==> src/rtl/quad_arb_pkg.sv <==
// Shared types and defaults for the quadratic MAC arbiter.
package quad_arb_pkg;

  localparam int unsigned DataWDef = 8;
  localparam int unsigned ResWDef  = 16;
  localparam int unsigned N_REQ    = 2;

  // Identifies which requester a result belongs to.
  typedef logic tag_t;

  // Width of a FIFO read/write pointer for a power-of-two depth.
  function automatic int unsigned ptr_w(input int unsigned depth);
    return (depth > 1) ? $clog2(depth) : 1;
  endfunction

endpackage

==> src/rtl/quad_mac_arbiter_if.sv <==
// Requester-side bus for quad_mac_arbiter: flattened per-requester handshakes.
interface quad_mac_arbiter_if
  import quad_arb_pkg::*;
#(
  parameter int unsigned DATA_W = DataWDef,
  parameter int unsigned RES_W  = ResWDef
);

  logic [N_REQ-1:0]        req_valid;
  logic [N_REQ-1:0]        req_ready;
  logic [N_REQ*DATA_W-1:0] req_a;
  logic [N_REQ*DATA_W-1:0] req_b;
  logic [N_REQ*DATA_W-1:0] req_c;
  logic [N_REQ*DATA_W-1:0] req_x;
  logic [N_REQ-1:0]        rsp_valid;
  logic [N_REQ-1:0]        rsp_ready;
  logic [N_REQ*RES_W-1:0]  rsp_result;
  logic                    busy;

  // Requesters drive operands and pop results.
  modport master (
    output req_valid, req_a, req_b, req_c, req_x, rsp_ready,
    input  req_ready, rsp_valid, rsp_result, busy
  );

  // The shared MAC accepts operands and returns results.
  modport slave (
    input  req_valid, req_a, req_b, req_c, req_x, rsp_ready,
    output req_ready, rsp_valid, rsp_result, busy
  );

endinterface

==> src/rtl/quad_mac_pipe.sv <==
// Two-stage Horner datapath: stage 1 registers a*x+b, stage 2 is combinational s1*x+c.
module quad_mac_pipe
  import quad_arb_pkg::*;
#(
  parameter int unsigned DATA_W = DataWDef,
  parameter int unsigned RES_W  = ResWDef
) (
  input  logic              clk_i,
  input  logic              reset_i,
  input  logic              in_valid_i,
  input  tag_t              in_tag_i,
  input  logic [DATA_W-1:0] a_i,
  input  logic [DATA_W-1:0] b_i,
  input  logic [DATA_W-1:0] c_i,
  input  logic [DATA_W-1:0] x_i,
  output logic              out_valid_o,
  output tag_t              out_tag_o,
  output logic [RES_W-1:0]  out_result_o
);

  logic [RES_W-1:0] s1_d, s1_q;
  logic [RES_W-1:0] x_q, c_q;
  logic             vld_q;
  tag_t             tag_q;

  // Stage 1 product-sum, truncated to RES_W.
  always_comb begin
    s1_d = RES_W'(a_i) * RES_W'(x_i) + RES_W'(b_i);
  end

  // Stage 1 register; valid simply follows the issue strobe.
  always_ff @(posedge clk_i) begin
    if (reset_i) begin
      vld_q <= 1'b0;
      tag_q <= 1'b0;
      s1_q  <= '0;
      x_q   <= '0;
      c_q   <= '0;
    end else begin
      vld_q <= in_valid_i;
      if (in_valid_i) begin
        tag_q <= in_tag_i;
        s1_q  <= s1_d;
        x_q   <= RES_W'(x_i);
        c_q   <= RES_W'(c_i);
      end
    end
  end

  // Stage 2 result, pushed into the tagged FIFO at the end of this cycle.
  always_comb begin
    out_valid_o  = vld_q;
    out_tag_o    = tag_q;
    out_result_o = s1_q * x_q + c_q;
  end

endmodule

==> src/rtl/quad_mac_arbiter.sv <==
// Shares one Horner quadratic MAC between two requesters with per-requester result FIFOs.
// Credit check (occupancy + in-flight - pop < depth) guarantees a FIFO never overflows.
// Define QUAD_ARB_FIXED_PRIO_EN for fixed priority (requester 0 wins); default is round-robin.
module quad_mac_arbiter
  import quad_arb_pkg::*;
#(
  parameter int unsigned DATA_W     = DataWDef,
  parameter int unsigned RES_W      = ResWDef,
  parameter int unsigned FIFO_DEPTH = 2
) (
  input logic               clk,
  input logic               reset,
  quad_mac_arbiter_if.slave bus
);

  localparam int unsigned PtrW = ptr_w(FIFO_DEPTH);
  localparam int unsigned CntW = PtrW + 1;

  logic [N_REQ-1:0] elig, grant, pop, push, rsp_vld;
  logic [CntW-1:0]  occ_q  [N_REQ];
  logic [CntW-1:0]  occ_d  [N_REQ];
  logic [1:0]       infl_q [N_REQ];
  logic [1:0]       infl_d [N_REQ];
  logic [PtrW-1:0]  wptr_q [N_REQ];
  logic [PtrW-1:0]  wptr_d [N_REQ];
  logic [PtrW-1:0]  rptr_q [N_REQ];
  logic [PtrW-1:0]  rptr_d [N_REQ];
  logic [RES_W-1:0] mem_q  [N_REQ][FIFO_DEPTH];
  logic [N_REQ*RES_W-1:0] rsp_res;

  tag_t              sel;
  logic [DATA_W-1:0] a_mux, b_mux, c_mux, x_mux;
  logic              pipe_vld;
  tag_t              pipe_tag;
  logic [RES_W-1:0]  pipe_res;

  // Pops and credit-based eligibility; a same-cycle pop frees a slot.
  always_comb begin
    for (int i = 0; i < N_REQ; i++) begin
      rsp_vld[i] = (occ_q[i] != '0);
      pop[i]     = rsp_vld[i] && bus.rsp_ready[i] && !reset;
      elig[i]    = bus.req_valid[i] && !reset &&
                   ((32'(occ_q[i]) + 32'(infl_q[i])) < (FIFO_DEPTH + 32'(pop[i])));
    end
  end

`ifdef QUAD_ARB_FIXED_PRIO_EN
  // Fixed priority: requester 0 always wins when eligible.
  always_comb begin
    grant = '0;
    if (elig[0])      grant = 2'b01;
    else if (elig[1]) grant = 2'b10;
  end
`else
  // rr_q holds the last granted requester; it drops to lowest priority.
  logic rr_d, rr_q;

  // Round-robin grant over eligible requesters.
  always_comb begin
    grant = elig;
    if (elig == 2'b11) grant = rr_q ? 2'b01 : 2'b10;
    rr_d = (grant != '0) ? grant[1] : rr_q;
  end

  // Pointer register; reset value lets requester 0 win the first tie.
  always_ff @(posedge clk) begin
    if (reset) rr_q <= 1'b1;
    else       rr_q <= rr_d;
  end
`endif

  // Operand mux for the granted requester.
  always_comb begin
    sel   = grant[1];
    a_mux = sel ? bus.req_a[DATA_W +: DATA_W] : bus.req_a[0 +: DATA_W];
    b_mux = sel ? bus.req_b[DATA_W +: DATA_W] : bus.req_b[0 +: DATA_W];
    c_mux = sel ? bus.req_c[DATA_W +: DATA_W] : bus.req_c[0 +: DATA_W];
    x_mux = sel ? bus.req_x[DATA_W +: DATA_W] : bus.req_x[0 +: DATA_W];
  end

  quad_mac_pipe #(
    .DATA_W (DATA_W),
    .RES_W  (RES_W)
  ) u_pipe (
    .clk_i        (clk),
    .reset_i      (reset),
    .in_valid_i   (grant != '0),
    .in_tag_i     (sel),
    .a_i          (a_mux),
    .b_i          (b_mux),
    .c_i          (c_mux),
    .x_i          (x_mux),
    .out_valid_o  (pipe_vld),
    .out_tag_o    (pipe_tag),
    .out_result_o (pipe_res)
  );

  // Next-state for FIFO pointers, occupancy and in-flight credit counters.
  always_comb begin
    for (int i = 0; i < N_REQ; i++) begin
      push[i]   = pipe_vld && (pipe_tag == tag_t'(i));
      occ_d[i]  = occ_q[i] + CntW'(push[i]) - CntW'(pop[i]);
      infl_d[i] = infl_q[i] + 2'(grant[i]) - 2'(push[i]);
      wptr_d[i] = wptr_q[i] + PtrW'(push[i]);
      rptr_d[i] = rptr_q[i] + PtrW'(pop[i]);
    end
  end

  // FIFO and credit state; reset discards buffered and in-flight results.
  always_ff @(posedge clk) begin
    for (int i = 0; i < N_REQ; i++) begin
      if (reset) begin
        occ_q[i]  <= '0;
        infl_q[i] <= '0;
        wptr_q[i] <= '0;
        rptr_q[i] <= '0;
      end else begin
        occ_q[i]  <= occ_d[i];
        infl_q[i] <= infl_d[i];
        wptr_q[i] <= wptr_d[i];
        rptr_q[i] <= rptr_d[i];
        if (push[i]) mem_q[i][wptr_q[i]] <= pipe_res;
      end
    end
  end

  // Outputs; result is forced to zero while a FIFO is empty.
  always_comb begin
    for (int i = 0; i < N_REQ; i++) begin
      rsp_res[i*RES_W +: RES_W] = rsp_vld[i] ? mem_q[i][rptr_q[i]] : '0;
    end
    bus.req_ready  = grant;
    bus.rsp_valid  = rsp_vld;
    bus.rsp_result = rsp_res;
    bus.busy       = pipe_vld || (rsp_vld != '0);
  end

  for (genvar g = 0; g < N_REQ; g++) begin : g_no_overflow
    assert property (@(posedge clk) disable iff (reset)
      !(push[g] && (occ_q[g] == CntW'(FIFO_DEPTH)) && !pop[g]));
  end

endmodule

==> src/flat_wrapper.sv <==
// flat-port wrapper written by rule: the top's interface ports become plain ports
module quad_mac_arbiter_flat import quad_arb_pkg::*;
#(
  parameter int unsigned DATA_W     = DataWDef,
  parameter int unsigned RES_W      = ResWDef,
  parameter int unsigned FIFO_DEPTH = 2
)
  (clk, reset, bus_req_valid, bus_req_a, bus_req_b, bus_req_c, bus_req_x, bus_rsp_ready, bus_req_ready, bus_rsp_valid, bus_rsp_result, bus_busy);
  quad_mac_arbiter_if #(.DATA_W(DATA_W), .RES_W(RES_W)) bus_i ();
  input logic clk;
  input logic reset;
  input wire logic [$bits(bus_i.req_valid)-1:0] bus_req_valid;
  input wire logic [$bits(bus_i.req_a)-1:0] bus_req_a;
  input wire logic [$bits(bus_i.req_b)-1:0] bus_req_b;
  input wire logic [$bits(bus_i.req_c)-1:0] bus_req_c;
  input wire logic [$bits(bus_i.req_x)-1:0] bus_req_x;
  input wire logic [$bits(bus_i.rsp_ready)-1:0] bus_rsp_ready;
  output wire logic [$bits(bus_i.req_ready)-1:0] bus_req_ready;
  output wire logic [$bits(bus_i.rsp_valid)-1:0] bus_rsp_valid;
  output wire logic [$bits(bus_i.rsp_result)-1:0] bus_rsp_result;
  output wire logic [$bits(bus_i.busy)-1:0] bus_busy;
  assign bus_i.req_valid = bus_req_valid;
  assign bus_i.req_a = bus_req_a;
  assign bus_i.req_b = bus_req_b;
  assign bus_i.req_c = bus_req_c;
  assign bus_i.req_x = bus_req_x;
  assign bus_i.rsp_ready = bus_rsp_ready;
  assign bus_req_ready = bus_i.req_ready;
  assign bus_rsp_valid = bus_i.rsp_valid;
  assign bus_rsp_result = bus_i.rsp_result;
  assign bus_busy = bus_i.busy;
  quad_mac_arbiter #(.DATA_W(DATA_W), .RES_W(RES_W), .FIFO_DEPTH(FIFO_DEPTH)) u_core (.clk(clk), .reset(reset), .bus(bus_i));
endmodule
==> config.mk <==
export PLATFORM = sky130hd
export DESIGN_NAME = quad_mac_arbiter_flat
export DESIGN_NICKNAME = d
export VERILOG_FILES = /design/src/rtl/quad_arb_pkg.sv /design/src/rtl/quad_mac_arbiter_if.sv /design/src/rtl/quad_mac_pipe.sv /design/src/rtl/quad_mac_arbiter.sv /design/src/flat_wrapper.sv
export SDC_FILE = /design/constraint.sdc
export NUM_CORES = 1
export LEC_CHECK = 0
export BUFFER_PORTS_ARGS = -buffer_cell sky130_fd_sc_hd__buf_2
export CAP_MARGIN = 5
export CORE_MARGIN = 4
export CORE_UTILIZATION = 30
export DETAILED_ROUTE_END_ITERATION = 12
export PLACE_DENSITY = 0.54
export SYNTH_ARGS = -nofsm -noshare
export SYNTH_HDL_FRONTEND = slang
export SYNTH_HIERARCHICAL = 1
export SYNTH_SLANG_ARGS = --single-unit
==> constraint.sdc <==
create_clock -name clk -period 7.92 [get_ports clk]
set_input_delay 0 -clock clk [delete_from_list [all_inputs] [get_ports clk]]
set_output_delay 0 -clock clk [all_outputs]
set_load 0.03 [all_outputs]
Yosys cells after proc, flatten, opt, wreduce, memory -nomap -nowiden:

Memory sizes are Yosys's and may differ from the RTL's.
Cells that the tools add are included.
Widths: inputs -> output; s select.

* $add $sub $neg: 18
* multipliers: 2
* order comparisons: 8
* eq/ne operators: 1
* mux-type cells: 38
* bitwise logic cells: 13
* reduce and logical (&&, ||, !) cells: 19

Operator list (count)
* $mux 16: 10
* $mux 32: 4
* $lt 32x32->1: 2
* $add 16x8->16: 2
* $demux 16 s1: 2
* $mux 8: 4
* $reduce_or 32->1: 1
* $mul 16x8->16: 1
* $mul 8x8->16: 1
* $logic_and 1x1->1: 12
* $mux 1: 12
* $mux 2: 6
* $add 2x1->2: 4
* $ge 2x2->1 const B: 4
* $not 1->2: 4
* $or 1x1->1: 8
* $reduce_bool 2->1: 4
* $sub 2x1->2: 4
* $add 2x1->3 const A: 2
* $add 2x2->3: 2
* $add 1x1->1: 4
* $lt 2x1->1 const B: 2
* $eq 2x2->1 const B: 1
* $logic_not 1->1: 1
* 2 further kinds: 2

* bits in registers: 35
* memory bits (writable): 76
* bits of input ports: 70
* output and inout bits: 37
* word-level logic and storage cells: 110
* memories: 5

Memory list
* u_core.mem_q: words 2, bits a word 32, rd ports 2, clocked after Yosys merged registers in 0, write ports 1, line quad_mac_arbiter.sv:28 `logic [RES_W-1:0] mem_q [N_REQ][FIFO_DEPTH];`
* u_core.infl_q: words 2, bits a word 2, rd ports 2, clocked after Yosys merged registers in 0, write ports 2, line quad_mac_arbiter.sv:22 `logic [1:0] infl_q [N_REQ];`
* u_core.occ_q: words 2, bits a word 2, rd ports 2, clocked after Yosys merged registers in 0, write ports 2, line quad_mac_arbiter.sv:20 `logic [CntW-1:0] occ_q [N_REQ];`
* u_core.rptr_q: words 2, bits a word 1, rd ports 2, clocked after Yosys merged registers in 0, write ports 2, line quad_mac_arbiter.sv:26 `logic [PtrW-1:0] rptr_q [N_REQ];`
* u_core.wptr_q: words 2, bits a word 1, rd ports 2, clocked after Yosys merged registers in 0, write ports 2, line quad_mac_arbiter.sv:24 `logic [PtrW-1:0] wptr_q [N_REQ];`

Logic depth before layout (Yosys ltp):

Gate-level depths: netlist (run 1).
An unclocked memory read counts as a cell.

* depth in word-level cells: 12
* mapped depth: 26
* depth with buffers taken out: 23

By module:

The synthesis (run 1) kept the hierarchy.

By module, submodules not included
* quad_mac_pipe: times used 1, cells an instance 759, area each 6648.9 um^2, sequential area each 680.7 um^2
* quad_mac_arbiter: times used 1, cells an instance 259, area each 3703.6 um^2, sequential area each 2182.1 um^2

Least setup slack after synthesis (run 1):

No wires, ideal clock.

* kind: register -> register
* from: memory u_core/occ_q[0][0] (netlist bit)
* to: register u_core.u_pipe.s1_q[13]
* arrival: 5.485 ns
* path slack: 2.318 ns
* cell stages (with the launch flop): 25
* path buffers: 3
* period minus slack after synthesis: 5.602 ns
* cell sequence: dfxtp_1 > ha_1 > fa_1 > nor3b_1 > and3_4 > nand2b_4 > buf_6 > buf_6 > mux2_4 > clkbuf_1 > nand2_1 > fa_1 > fa_1 > inv_1 > fa_1 > inv_1 > fa_1 > inv_1 > ha_1 > o21ai_0 > nand2b_1 > nand3_1 > a21oi_2 > or3_1 > a32o_1

RTL lines
* from (decl): line quad_mac_arbiter.sv:20
* to (signal assigned): line quad_mac_pipe.sv:36 `s1_q <= '0;`
* to (signal assigned): line quad_mac_pipe.sv:43 `s1_q <= s1_d;`
* to (decl): line quad_mac_pipe.sv:21 `logic [RES_W-1:0] s1_d, s1_q;`

==> results_dict.tcl, run 1 <==
set metrics [dict create \
    vias 6755 \
    synth_top_family_by_area "adder cells" \
    yosysWarnings 6 \
    drive_gt1_frac 0.158 \
    yosys.area.top_type_share 0.219 \
    clockBufferDepth 2 \
    syn_avg_cell_area_um2 10.2 \
    die_h_um 194 \
    min_period_ps 6070 \
    path_class "reg2reg" \
    holdPathEnd "u_core/u_pipe/c_q[3]$_SDFFE_PP0P_" \
    rows 67 \
    drt_pre_antenna_iters 4 \
    dieArea_um2 37500 \
    via_per_inst 4.32 \
    area_growth_pct 12.6 \
    vdd_drop_max_mv 0.131 \
    async_flop_share 0 \
    cts_root_buffer "clkbuf_16" \
    outcome "complete, no violations" \
    ctsResizeCount 0 \
    grt_pass1_vias 7306 \
    synth_edf_count 64 \
    crit_path_start_kind "flip-flop" \
    r2r_end "u_core/u_pipe/s1_q[14]$_SDFFE_PP0P_" \
    grt_start_max_net_pins 35 \
    fin_skew_ps 7.84 \
    fin_crit_sh 0.766 \
    synth_xor_area_frac 0.0338 \
    clock_latency_ps 360 \
    core_um2 33800 \
    cts.sinks 111 \
    crit_chain "ha_1 -> fa_1 -> nor3b_1 -> and3_4 -> nand2b_4 -> mux2_4 -> and2_1 -> fa_1 -> fa_1 -> fa_1 -> inv_1 -> fa_1 -> inv_1 -> ha_1 -> o21a_1 -> o21ai_0 -> nand2b_1 -> a21boi_0 -> mux2i_1 -> nand2_1" \
    regToRegStartpoint "u_core/occ_q[0][0]$_SDFF_PP0_" \
    synth_top_area_cell "fa_1" \
    place_congestion 0.776 \
    grt_pass1_wl_mm 37.1 \
    finalSetupTns_ps 0 \
    path_clk_slew_ps 80 \
    start_util 0.306 \
    routed_wl_mm 21.7 \
    syn-cell-area_um2 10400 \
    antenna_cells 0 \
    fin_ws_ps 1850 \
    synth_commonest_cells "inv_1 (191), fa_1 (113), and2_1 (112), nor2_1 (79), ha_1 (77)" \
    final_hold_viol_count 0 \
    synthSimpleGateAreaFrac 0.146 \
    portBuffers 106 \
    syn-num-nets 1278 \
    grt_overflow_total 0 \
    cts_tree "yes" \
    slew_headroom 0.240 \
    path_delay_family "adder cells" \
    synth.area.top_cells "fa_1 (22%), edfxtp_1 (19%), ha_1 (9.3%), dfxtp_1 (9.1%), inv_1 (6.9%)" \
    drc_errors 0 \
    hold_start "bus_req_c[11]" \
    antenna_left 0 \
    synth_compound_gate_area_share 0.0496 \
    synth_fa_ha_area_frac 0.312 \
    grt_setup_unrepaired "false" \
    worstMarginPinSlew_ps 1140 \
    die_x_um 194 \
    synth.distinct_cells 55 \
    max_stage_delay_ps 550 \
    antenna_found_initial 0 \
    end_kind "flip-flop" \
    dpl.hpwl_mm 17.3 \
    numCtsBuffers 9 \
    hold_class "in2reg" \
    ys_ff_latch 111 \
    post_cts_buffers 0 \
    setup_viol 0 \
    drtIter0Drc 297 \
    cp_data_arrival_time_ps 6330 \
    crit_slowest_cell "fa_1" \
    synthMuxAreaShare 0.0986 \
    reg2reg_depth 20 \
    track_usage 0.119 \
    crit_path_max_fanout 33 \
    worst_hold_slack_ps 10.4 \
    io-pin-count 107 \
    final_nets 1370 \
    critPathRequiredTime_ps 8180 \
    path_common_cell "fa_1" \
    r2r_setup_slack_ps 1850 \
    synthCells 1018 \
    hold_depth 4 \
    ys_seq_area_frac 0.277 \
    p_per_area_nw_per_um2 268 \
    num-fill-cells 3490 \
    wl_per_cell_um 13.9 \
    drv_cap 0 \
    slew_viol_final 0 \
    synth-main-ff-cell "edfxtp_1" \
    fmax_mhz 165 \
    htreeDepth 3 \
    dp_slack_ps 1810 \
    cts_hold_buf 0 \
    crit_buf_inv 2 \
    synth.most_common_cell "inv_1" \
    power.static_leakage_nw 5.53 \
]
-- power by group --
group	leakage [nW]	switching (W)	total [W]	internal, W
combinational	4.40	0.00105	0.00184	0.000785
clock	0.148	0.000237	0.000461	0.000224
sequential	0.975	0.000107	0.000830	0.000722
total	5.53	0.00140	0.00313	0.00173
-- stage by stage --
step	instance area (um2)	instances	utilization	power, W
after floorplan	10400	1018	-	0.00226
after global placement	11400	1547	0.336	0.00268
after detailed placement	11400	1547	0.336	0.00270
after CTS	11700	1563	0.345	0.00318
after global routing	11700	1563	0.345	0.00346
final	11700	1563	0.345	0.00313
-- flip-flops by register name, indices dropped and copies added, names as in the netlist --
signal / flops
u_core/u_pipe/c_q: 8
u_core/mem_q: 64
u_core/u_pipe/out_tag_o: 1
u_core/infl_q: 4
u_core/occ_q: 4
u_core/wptr_q: 2
u_core/u_pipe/s1_q: 16
u_core/rptr_q: 2
u_core/u_pipe/out_valid_o: 1
u_core/u_pipe/x_q: 8
u_core/rr_q: 1
-- final cells by class --
class	count	area, um2	area share
multi-input combinational	686	6650	0.570
sequential	111	2860	0.246
inverter	191	717	0.0615
timing repair buffer	111	568	0.0487
tap	448	561	0.0481
clock buffer	9	225	0.0193
clock inverter	7	75.1	0.00644
-- placed cells by master (no fill, tap or decap), drive strengths merged, types with 3 or more instances in the layout --
cell type and instances:
a21o 9, a21oi 12, and2 112, and3 3, buf 111, clkbuf 9, clkinv 4, dfxtp 47
edfxtp 64, fa 113, ha 77, inv 194, mux2 33, mux2i 54, nand2 65, nand2b 4
nand3 6, nor2 79, nor2b 5, nor3 11, nor3b 3, o21a 10, o21ai 19, o21bai 3
o311ai 3, or3 4, xnor2 25, xor2 15
-- worst max path at each step --
| stage | from | to | slack (ps) | cells past startpoint |
|---|---|---|---|---|
| CTS | u_core/occ_q[0][0]$_SDFF_PP0_ | u_core/u_pipe/s1_q[14]$_SDFFE_PP0P_ | 1810 | 20 |
| detailed placement | u_core/occ_q[0][0]$_SDFF_PP0_ | u_core/u_pipe/s1_q[14]$_SDFFE_PP0P_ | 1810 | 20 |
| global route | u_core/occ_q[0][0]$_SDFF_PP0_ | u_core/u_pipe/s1_q[13]$_SDFFE_PP0P_ | 1490 | 20 |
| finish | u_core/occ_q[0][0]$_SDFF_PP0_ | u_core/u_pipe/s1_q[14]$_SDFFE_PP0P_ | 1850 | 20 |
| floorplan | u_core/occ_q[0][0]$_SDFF_PP0_ | u_core/u_pipe/s1_q[13]$_SDFFE_PP0P_ | 2320 | 24 |
| global placement | u_core/occ_q[0][0]$_SDFF_PP0_ | u_core/u_pipe/s1_q[13]$_SDFFE_PP0P_ | 1900 | 20 |
-- metal layers --
layer | vias up | GRT usage | share of wire
met3 | 11 | 0.0195 | 0.038
met5 | - | 0 | 0
met4 | 0 | 0.0210 | 0.0078
met1 | 3217 | 0.168 | 0.51
met2 | 130 | 0.195 | 0.45
li1 | 3397 | - | -
-- worst min-delay path: cells and delay by family --
family	cells	cell delay, ps
muxes	2	190
buffers and inverters	1	70
and+or+nand+nor	1	70
-- kinds of logic after synthesis --
group | count (synthesis)
adders and majority gates | 190
AOI/OAI and AO/OA | 72
buffers and inverters | 221
and+or+nand+nor | 297
xor gates and xnor gates | 40
muxes | 87
DFF | 111
No activity file was read; power rests on OpenSTA's default activity.
==> run 2, diff against run 1 <==
==> constraint.sdc (replaced) <==
create_clock -name clk -period 6.05 [get_ports clk]
set_input_delay 0 -clock clk [delete_from_list [all_inputs] [get_ports clk]]
set_output_delay 0 -clock clk [all_outputs]
set_load 0.03 [all_outputs]
==> results_dict.tcl, run 2 (same netlist as run 1, synthesis figures left out) <==
set metrics [dict create \
    rows 67 \
    cts.sinks 111 \
    hold_class "in2reg" \
    track_usage 0.117 \
    dieArea_um2 37500 \
    switching_share 0.441 \
    worst_hold_slack_ps 10.2 \
    final_cell_mix "inv_1 (191), fa_1 (113), and2_1 (112)" \
    drc_errors 0 \
    clockBufferDepth 2 \
    antenna_cells 0 \
    die_h_um 194 \
    wl_met2_mm 9.89 \
    power_frac_comb 0.588 \
    routed.top_layer "met4" \
    place_congestion 0.812 \
    via_per_inst 4.39 \
    met3_length_um 844 \
    drt_pre_antenna_iters 5 \
    start_util 0.306 \
    routed_wl_mm 22.2 \
    wl_met1_mm 11.2 \
    fmax_mhz 175 \
    drtIter0Drc 251 \
    grt_pass1_vias 7220 \
    fin_crit_sh 0.946 \
    finalSetupTns_ps 0 \
    final_nets 1384 \
    htreeDepth 3 \
    dpl.hpwl_mm 17.6 \
    dp_slack_ps 107 \
    end_kind "flip-flop" \
    vias 6918 \
    p_switching_w 0.00186 \
    vdd_drop_max_mv 0.178 \
    largest_reg_flops 64 \
    slew_headroom 0.194 \
    antenna_found_initial 0 \
    power.static_leakage_nw 5.60 \
    pwr-share-seq 0.258 \
    cts_root_buffer "clkbuf_16" \
    clock_latency_ps 370 \
    grt_start_max_net_pins 44 \
    final_hold_viol_count 0 \
    setup_viol 0 \
    path_clk_slew_ps 90 \
    core_um2 33800 \
    worstMarginPinSlew_ps 1200 \
    path_class "reg2reg" \
    drive_gt1_frac 0.164 \
    fin_skew_ps 14.2 \
    p_per_area_nw_per_um2 356 \
    clockPowerShare 0.155 \
    intPower_w 0.00235 \
    grt_overflow_total 0 \
    total_power_w 0.00421 \
    die_x_um 194 \
    cp_data_arrival_time_ps 5980 \
    min_period_ps 5720 \
    grt_setup_unrepaired "false" \
    final_common_cell "inv_1" \
    numCtsBuffers 9 \
    slew_viol_final 0 \
    crit_path_max_fanout 8 \
    num-fill-cells 3465 \
    portBuffers 106 \
    wl_per_cell_um 14.1 \
    antenna_left 0 \
    io-pin-count 107 \
    drv_cap 0 \
    grt_pass1_wl_mm 36.6 \
    cts_tree "yes" \
    crit_path_start_kind "flip-flop" \
    critPathRequiredTime_ps 6310 \
    outcome "complete, no violations" \
    fin_ws_ps 329 \
    area_growth_pct 14.2 \
]
[run 2: changes by cell type in the layout (fill, tap and decap cells not counted), sizes merged]
cell | previous run | this run
dlygate4sd3 | 0 | 8
buf | 111 | 115
clkinv | 4 | 2
nand2b | 4 | 6
bufinv | 0 | 1
inv | 194 | 195
[run 2: path summary, 6_finish.rpt]
check | depth (start not counted) | endpoint | startpoint | slack (ps)
worst max-delay path | 20 | u_core/u_pipe/s1_q[13]$_SDFFE_PP0P_ | u_core/occ_q[0][0]$_SDFF_PP0_ | 330
worst min-delay path | 4 | u_core/u_pipe/c_q[0]$_SDFFE_PP0P_ | bus_req_c[0] | 10
worst max register to register | 20 | u_core/u_pipe/s1_q[13]$_SDFFE_PP0P_ | u_core/occ_q[0][0]$_SDFF_PP0_ | 330
worst min register to register | 2 | u_core/u_pipe/c_q[3]$_SDFFE_PP0P_ | u_core/u_pipe/c_q[3]$_SDFFE_PP0P_ | 500
[run 2: area by class of cell]
type | count | area (um2) | share of cell area
clock buffer | 9 | 225 | 0.0190
clock inverter | 7 | 95.1 | 0.00804
inverter | 191 | 717 | 0.0606
multi-input combinational | 688 | 6690 | 0.565
sequential | 111 | 2860 | 0.242
tap | 448 | 561 | 0.0474
timing repair buffer | 123 | 678 | 0.0573
[run 2: critical path, stage by stage (launching register included)]
cell      delay (ps)
dfxtp_2          350
ha_1             190
fa_1             370
nor3b_2          190
and3_4           280
nand2b_4         260
mux2_4           360
and2_1           190
fa_1             520
fa_1             500
fa_1             490
inv_1             50
fa_1             470
inv_1             40
ha_1             320
o21ai_0          170
nand2b_1         100
nand3_1          110
a21oi_2           40
or3_1            350
a32o_1           250
[run 2: power by group through the flow]
stage               Sequential (W)  Combinational [W]  Clock [W]
floorplan                  0.00102            0.00194          0
global placement           0.00110            0.00242          0
detailed placement         0.00110            0.00245          0
CTS                        0.00109            0.00248   0.000671
global route               0.00110            0.00287   0.000699
finish                     0.00108            0.00247   0.000651
[run 2: timing repair]
action | in CTS | in global routing
hold buffers | 8 | 0
gates resized for setup | 0 | 6
setup endpoints to repair | 0 | 6
setup buffers | 0 | 1
hold endpoints to repair | 7 | 0
[run 2: stage by stage]
| stage | std cells | utilization | area, um2 |
|---|---|---|---|
| finish | 1577 | 0.350 | 11800 |
| global route | 1577 | 0.350 | 11800 |
| CTS | 1574 | 0.349 | 11800 |
| global placement | 1550 | 0.337 | 11400 |
| floorplan | 1018 | - | 10400 |
| detailed placement | 1550 | 0.337 | 11400 |
[run 2: metal layers]
metal,track usage,vias to the layer above
li1,-,3431
met3,0.0184,14
met1,0.166,3343
met5,0,-
met4,0.0281,0
met2,0.190,130
